## config.mk

```make
export PLATFORM = sky130hd
export DESIGN_NAME = irq_ctrl
export DESIGN_NICKNAME = d
export VERILOG_FILES = /design/src/rtl/irq_ctrl.sv
export SDC_FILE = /design/constraint.sdc
export NUM_CORES = 1
export LEC_CHECK = 0
export CORE_MARGIN = 2
export CORE_UTILIZATION = 48
export DETAILED_ROUTE_END_ITERATION = 7
export PLACE_DENSITY = 0.79
export SETUP_SLACK_MARGIN = 0.3
export SLEW_MARGIN = 20
export SYNTH_ARGS = -nofsm -noshare
export SYNTH_HDL_FRONTEND = slang
export SYNTH_SLANG_ARGS = --single-unit
```

## constraint.sdc

```tcl
create_clock -name clock -period 1.7 [get_ports clock]
set_input_delay 0.34 -clock clock [delete_from_list [all_inputs] [get_ports clock]]
set_output_delay 0.34 -clock clock [all_outputs]
set_load 0.03 [all_outputs]
```

## src/rtl/irq_ctrl.sv

```systemverilog
// irq_ctrl: CHANNELS-source masked interrupt controller with toggle intr/vect handshake; define IRQ_ROTATE_EN for round-robin priority
module irq_ctrl #(
   parameter int CHANNELS  = 8,
   parameter int VECT_W    = 3,
   parameter int VECT_BASE = 1
) (
   input  logic                clock,
   input  logic                reset,
   input  logic [CHANNELS-1:0] src,
   input  logic                we,
   input  logic [1:0]          sel,
   input  logic [7:0]          din,
   output logic [7:0]          dout,
   output logic                intr,
   output logic [VECT_W-1:0]   vect,
   output logic                busy
);
   localparam int IW = (CHANNELS > 1) ? $clog2(CHANNELS) : 1;
   logic [CHANNELS-1:0] mask, pending, pending_n, set_v, clr_v, wdat;
   logic [IW-1:0]       k;
   logic                disp;
`ifdef IRQ_ROTATE_EN
   logic [IW-1:0]       last;
   logic                found;
   int                  p;
`endif
   assign wdat = din[CHANNELS-1:0];
   assign disp = !busy && |pending;
   assign dout = sel == 2'd0 ? 8'(mask) : sel == 2'd1 ? 8'(pending) : sel == 2'd2 ? {busy, 7'(vect)} : 8'h00;
`ifdef IRQ_ROTATE_EN
   // pick the first pending channel after the last one served, wrapping round
   always_comb begin
      k = '0;
      found = 1'b0;
      p = 0;
      for (int j = 0; j < CHANNELS; j++) begin
         p = (int'(last) + 1 + j) % CHANNELS;
         if (!found && pending[IW'(p)]) begin
            k = IW'(p);
            found = 1'b1;
         end
      end
   end
`else
   // pick the lowest pending channel
   always_comb begin
      k = '0;
      for (int j = CHANNELS - 1; j >= 0; j--) if (pending[IW'(j)]) k = IW'(j);
   end
`endif
   // pending update: sets beat clears, a disabling mask write beats everything
   always_comb begin
      set_v = (src & mask) | ((we && sel == 2'd3) ? (wdat & mask) : '0);
      clr_v = (disp ? (CHANNELS'(1) << k) : '0) | ((we && sel == 2'd1) ? wdat : '0);
      pending_n = ((pending & ~clr_v) | set_v) & ((we && sel == 2'd0) ? wdat : '1);
   end
   // register state, dispatch and EOI
   always_ff @(posedge clock) begin
      if (reset) begin
         mask    <= '0;
         pending <= '0;
         busy    <= 1'b0;
         intr    <= 1'b0;
         vect    <= '0;
`ifdef IRQ_ROTATE_EN
         last    <= IW'(CHANNELS - 1);
`endif
      end else begin
         pending <= pending_n;
         if (we && sel == 2'd0) mask <= wdat;
         if (disp) begin
            busy <= 1'b1;
            intr <= ~intr;
            vect <= VECT_W'(VECT_BASE + int'(k));
`ifdef IRQ_ROTATE_EN
            last <= k;
`endif
         end else if (we && sel == 2'd2) begin
            busy <= 1'b0;
         end
      end
   end
endmodule

```

==> flow_metrics.tcl, run 1 <==
set metrics [dict create \
    ir_drop_v 0.000720 \
    synth-edff-count 0 \
    clkTransAtPathRegs_ns 0.14 \
    clk_latency_ns 0.34 \
    setup_violations 0 \
    fin_tns_setup_ns 0 \
    std_cell_rows 18 \
    ios 34 \
    rrSetupSlack_ns 0.18 \
    antenna_cells 0 \
    cpPeakStageDelay_ns 0.40 \
    critPathKind "register to register" \
    yosysTopAreaCellShare 0.326 \
    clock_sinks 21 \
    period_minus_slack_ns 1.52 \
    ant_nets 0 \
    use_met3 0.0419 \
    drc_errors 0 \
    drt_wl_total_um 5180 \
    synth_flop_cell "dfxtp_1" \
    outcome "completed" \
    ys_types 29 \
    r2r-start "pending[3]" \
    synth_warnings 0 \
    grt_max_degree 18 \
    max_freq_ghz 0.657 \
    antenna_found_initial 0 \
    drive_gt1_frac 0.448 \
    critPathTopFamily "compound AO/OA/AOI/OAI gates" \
    start_util 0.516 \
    critPathRequiredTime_ns 1.98 \
    die_h_um 55.8 \
    avgRoutedWirePerCell_um 19.9 \
    numCtsBuffers 3 \
    critPathSlowestCell "dfxtp_4" \
    synth_cells 167 \
    h-tree-depth 1 \
    fin_crit_sh 0.896 \
    drv_slew 0 \
    drtPass1Iterations 4 \
    rsz0062_at_grt "true" \
    grt_pass1_wl_um 7020 \
    reg2reg_to "pending[1]" \
    yosys-top-cells-count "28 x nand2_1, 22 x a21oi_1, 21 x dfxtp_1" \
    cap_violations 0 \
    hp-class "register to register" \
    hold-path-cell-count 2 \
    yosysSeqAreaShare 0.326 \
    r2r.worst_path.cells 4 \
    path_cells "nor4_4 -> a31oi_4 -> a2111oi_4 -> o21bai_1" \
    gp_congestion 0.847 \
    core_area_um2 2500 \
    synth_most_common_cell "nand2_1" \
    die_w_um 55.8 \
    hold_viol 0 \
    ys_ff_latch 21 \
    final_core_util 0.896 \
    ctsHoldBuffers 0 \
    syn_nets 192 \
    worst-path-buf-inv 0 \
    globalRouteTotalUtil 0.290 \
    dp.cells 238 \
    top_usage_layer "met2" \
    synth_top_cell_by_area "dfxtp_1" \
    cts_max_path_buffers 2 \
    hpwl_um 2580 \
    p_total_mw 1.35 \
    holdCritStartpoint "mask[2]" \
    start_kind "register" \
    met1_usage 0.365 \
    grt_pass1_vias 1457 \
    cp-end-kind "register" \
    p_leak_nw 0.848 \
    clock_skew_ns 0.0122 \
    critPathArrivalTime_ns 1.80 \
    holdWs_ns 0.511 \
    areaGrowthSynthToFinish_pct 73.9 \
    worst_slew_pin_slew_ns 0.408 \
    synth.cell_area_um2 1290 \
    power_density_nw_per_um2 603 \
    clock-root-buffer "clkbuf_4" \
    cts_tree "yes" \
    postSynthAreaPerCell_um2 7.72 \
    synthTopCellsByArea "dfxtp_1 33%, a21oi_1 8.5%, nand2_1 8.2%" \
    fin_cells 260 \
    die-area_um2 3120 \
    drt-initial-drc-count 86 \
    use_met2 0.486 \
    fin_nets 256 \
    relSlewSlack 0.727 \
    crit_path_max_fanout 5 \
    vias 1601 \
    via_per_inst 6.16 \
    io_buffers 33 \
    async_reset_ff_frac 0 \
    min_to "mask[2]" \
    grt_overflow 0 \
]
-- cell families (layout without fill, tap and decap cells) --
kind of cell             Yosys count  count (layout)  share of synthesized area
XOR/XNOR                           5               5                     0.0340
adder cells (fa/ha/maj)            4               4                     0.0388
flip-flops                        21              21                      0.326
AND/OR/NAND/NOR                   63              63                      0.226
multiplexers                      10              10                     0.0777
buffers and inverters             12              74                     0.0359
AO/OA/AOI/OAI                     52              53                      0.261
-- worst max-delay path by stage --
stage,startpoint,end,cells after the start,slack (ns)
final,pending[3],pending[1],4,0.18
after global routing,pending[1],vect[0],7,0.12
after CTS,pending[7],pending[3],4,0.24
after detailed placement,sel[1],dout[1],5,-0.19
after global placement,sel[1],dout[2],5,-0.16
after floorplan,sel[0],dout[3],4,0.30
-- area by class of cell --
class,instances,area (µm²)
multi-input combinational,135,1060
timing repair buffer,67,654
sequential,21,453
fill,108,259
tap,30,37.5
clock buffer,4,26.3
inverter,3,11.3
-- where the power goes --
group	switching [mW]	internal [mW]	leakage, nW	total [mW]
Combinational	0.250	0.259	0.653	0.508
Sequential	0.0395	0.520	0.180	0.559
Clock	0.190	0.0925	0.0150	0.283
Total	0.479	0.871	0.848	1.35
-- per-layer routing --
metal	up-vias	part of all wire
met3	24	0.071
met2	100	0.50
met5	-	0
li1	720	-
met1	757	0.39
met4	0	0.038
-- metrics by stage --
stage / instance area [µm²] / setup slack [ns]
floorplan: 1370 / 0.300
global placement: 1800 / -0.161
detailed placement: 1800 / -0.192
CTS: 2150 / 0.236
global route: 2240 / 0.123
finish: 2240 / 0.178
-- what timing repair did --
action                                  CTS  global route
hold endpoints to repair                  0             0
pin swaps                                 7             8
resized for setup                        74            20
endpoints found under the setup margin   31            20
buffers inserted                         11             5
cloned                                    2             0
-- worst register-to-register path, stage by stage, from the launching register on --
cell and delay [ns]:
dfxtp_4 0.40, nor4_4 0.37, a31oi_4 0.20, a2111oi_4 0.33, o21bai_1 0.16
-- flip-flops by register name, indices dropped and copies added, names as in the netlist --
name     cells
vect         3
pending      8
busy         1
mask         8
intr         1
-- placed cells by master (no fill, tap or decap), types with 2 or more instances in the layout --
master / netlist / layout
a21oi_1: 22 / 21
a221oi_2: 0 / 2
a31oi_1: 4 / 4
a31oi_4: 1 / 2
buf_4: 0 / 27
buf_6: 0 / 12
buf_8: 0 / 2
clkbuf_4: 0 / 3
clkdlybuf4s15_2: 0 / 3
clkdlybuf4s50_1: 0 / 18
dfxtp_1: 21 / 3
dfxtp_2: 0 / 14
dfxtp_4: 0 / 4
ha_1: 4 / 4
inv_2: 1 / 2
mux2i_1: 10 / 2
mux2i_4: 0 / 7
nand2_1: 28 / 24
nand2_2: 0 / 3
nand2b_1: 4 / 4
nor2_1: 20 / 15
nor2_2: 0 / 2
nor2_4: 0 / 3
nor2b_1: 6 / 5
o21ai_0: 13 / 9
o21ai_4: 0 / 4
o21bai_1: 3 / 3
o31ai_1: 4 / 4
xnor2_1: 4 / 3
Note: power is estimated with default switching activity, not from simulation.
==> inputs of run 2 (changes only) <==
CORE_UTILIZATION = 50   (was 48)
HOLD_SLACK_MARGIN = 0.1   (was default)
PLACE_DENSITY = 0.84   (was 0.79)
clock period = 1.8 ns   (was 1.7 ns; I/O delays follow)
==> run 2 against run 1 <==
Effect of this change:
- sequential power fell by 5.9%
- design area shrank 7.6%
- clock-buffer cell count unchanged
- first-iteration DRC count is the same
- critical path type is now input port to register
- largest cell class unchanged
- largest power group unchanged
- highest routed layer unchanged
==> flow_metrics.tcl, run 2 (same netlist as run 1, synthesis figures left out) <==
set metrics [dict create \
    outcome "completed" \
    r2r-start "pending[0]" \
    multi_input_area_um2 952 \
    relSlewSlack 0.727 \
    clock-root-buffer "clkbuf_4" \
    drtPass1Iterations 4 \
    numCtsBuffers 3 \
    start_kind "input port" \
    antenna_cells 0 \
    fin_cells 253 \
    die_w_um 54.8 \
    critPathKind "input port to register" \
    top_regs "mask x8, pending x8, vect x3" \
    ios 34 \
    vias 1521 \
    avgRoutedWirePerCell_um 17.9 \
    antenna_found_initial 0 \
    pre_cts_ws_ns -0.117 \
    critPathArrivalTime_ns 1.76 \
    drv_slew 0 \
    areaGrowthSynthToFinish_pct 60.7 \
    worst_slew_pin_slew_ns 0.409 \
    hold-path-cell-count 2 \
    die_h_um 54.8 \
    power_density_nw_per_um2 573 \
    h-tree-depth 1 \
    rsz0062_at_grt "true" \
    n_fill_cell 141 \
    cp-end-kind "register" \
    clock_sinks 21 \
    ir_drop_v 0.000501 \
    fin_nets 249 \
    max_freq_ghz 0.640 \
    hp-class "register to register" \
    setup_ws_ns 0.237 \
    setup_violations 0 \
    hold_viol 0 \
    clock_skew_ns 0.00461 \
    dp.cells 241 \
    r2r.worst_path.cells 6 \
    drive_gt1_frac 0.386 \
    grt_pass1_wl_um 6650 \
    fin_crit_sh 0.868 \
    final_core_util 0.844 \
    layout_commonest_cell "nand2_1" \
    drt_wl_total_um 4530 \
    clk_latency_ns 0.32 \
    core_area_um2 2450 \
    std_cell_rows 18 \
    globalRouteTotalUtil 0.316 \
    crit_path_max_fanout 4 \
    io_buffers 33 \
    p_total_mw 1.19 \
    gp_congestion 0.874 \
    cp-startpoint "sel[1]" \
    clkTransAtPathRegs_ns 0.13 \
    die-area_um2 3000 \
    cts_max_path_buffers 2 \
    ctsHoldBuffers 0 \
    p_leak_nw 0.791 \
    ant_nets 0 \
    min_to "mask[1]" \
    cap_violations 0 \
    holdCritStartpoint "mask[1]" \
    grt_pass1_vias 1430 \
    ff_latch_area_um2 450 \
    period_minus_slack_ns 1.56 \
    grt_overflow 0 \
    start_util 0.525 \
    drt-initial-drc-count 86 \
    reg2reg_to "pending[2]" \
    drc_errors 0 \
    via_per_inst 6.01 \
    layout_common_cells "26 x nand2_1, 24 x buf_4, 21 x a21oi_1, 18 x clkdlybuf4s50_1, 16 x nor2_1" \
    cts_tree "yes" \
    dpl-instance-area_um2 1790 \
    critPathRequiredTime_ns 2.00 \
    hpwl_um 2920 \
    grt_max_degree 12 \
    rrSetupSlack_ns 0.28 \
    design_area_um2 2070 \
]
run 2: layout make-up:
| type | instances | area share |
|---|---|---|
| tap | 30 | 0.0181 |
| timing repair buffer | 61 | 0.285 |
| inverter | 3 | 0.00665 |
| clock buffer | 4 | 0.0127 |
| multi-input combinational | 134 | 0.460 |
| sequential | 21 | 0.218 |
run 2: layer usage:
| layer | global-route usage | up-vias | part of all wire |
|---|---|---|---|
| li1 | - | 700 | - |
| met1 | 0.369 | 719 | 0.40 |
| met2 | 0.534 | 79 | 0.50 |
| met3 | 0.0628 | 23 | 0.060 |
| met4 | 0.175 | 0 | 0.046 |
| met5 | 0 | - | 0 |
run 2: critical path, cell delays in order:
cell and delay, ns:
buf_4 0.13, bufbuf_16 0.26, buf_4 0.15, nand2b_1 0.24, buf_4 0.19, o21ai_0 0.29
o31ai_1 0.13
run 2: timing repair:
item                       4_1_cts  5_1_grt
setup buffers                    4        3
pin swaps                        2        9
cloned                           1        0
setup endpoints to repair       17       21
gates resized for setup         30       43
run 2: stage by stage:
step	TNS (ns)	hold slack (ns)
3_3_place_gp	-0.357	0.454
3_5_place_dp	-0.622	0.463
4_1_cts	0	0.486
6_report	0	0.479
2_1_floorplan	0	0.444
5_1_grt	0	0.513
run 2: worst max-delay path by stage:
stage,slack (ns),to
floorplan,0.30,dout[7]
global placement,-0.05,pending[1]
CTS,0.28,pending[1]
detailed placement,-0.12,pending[1]
finish,0.24,pending[5]
global route,0.21,pending[5]
run 2: power breakdown:
group	internal (mW)	switching (mW)	total (mW)
clock	0.0868	0.158	0.244
sequential	0.493	0.0337	0.526
combinational	0.207	0.209	0.416
==> inputs of run 3 (changes only) <==
CAP_MARGIN = 15   (was default)
SKIP_LAST_GASP = 1   (was default)
SLEW_MARGIN = default   (was 20)
==> results of run 3 <==
The final DEF is identical to that of run 2; final timing and power are the same.
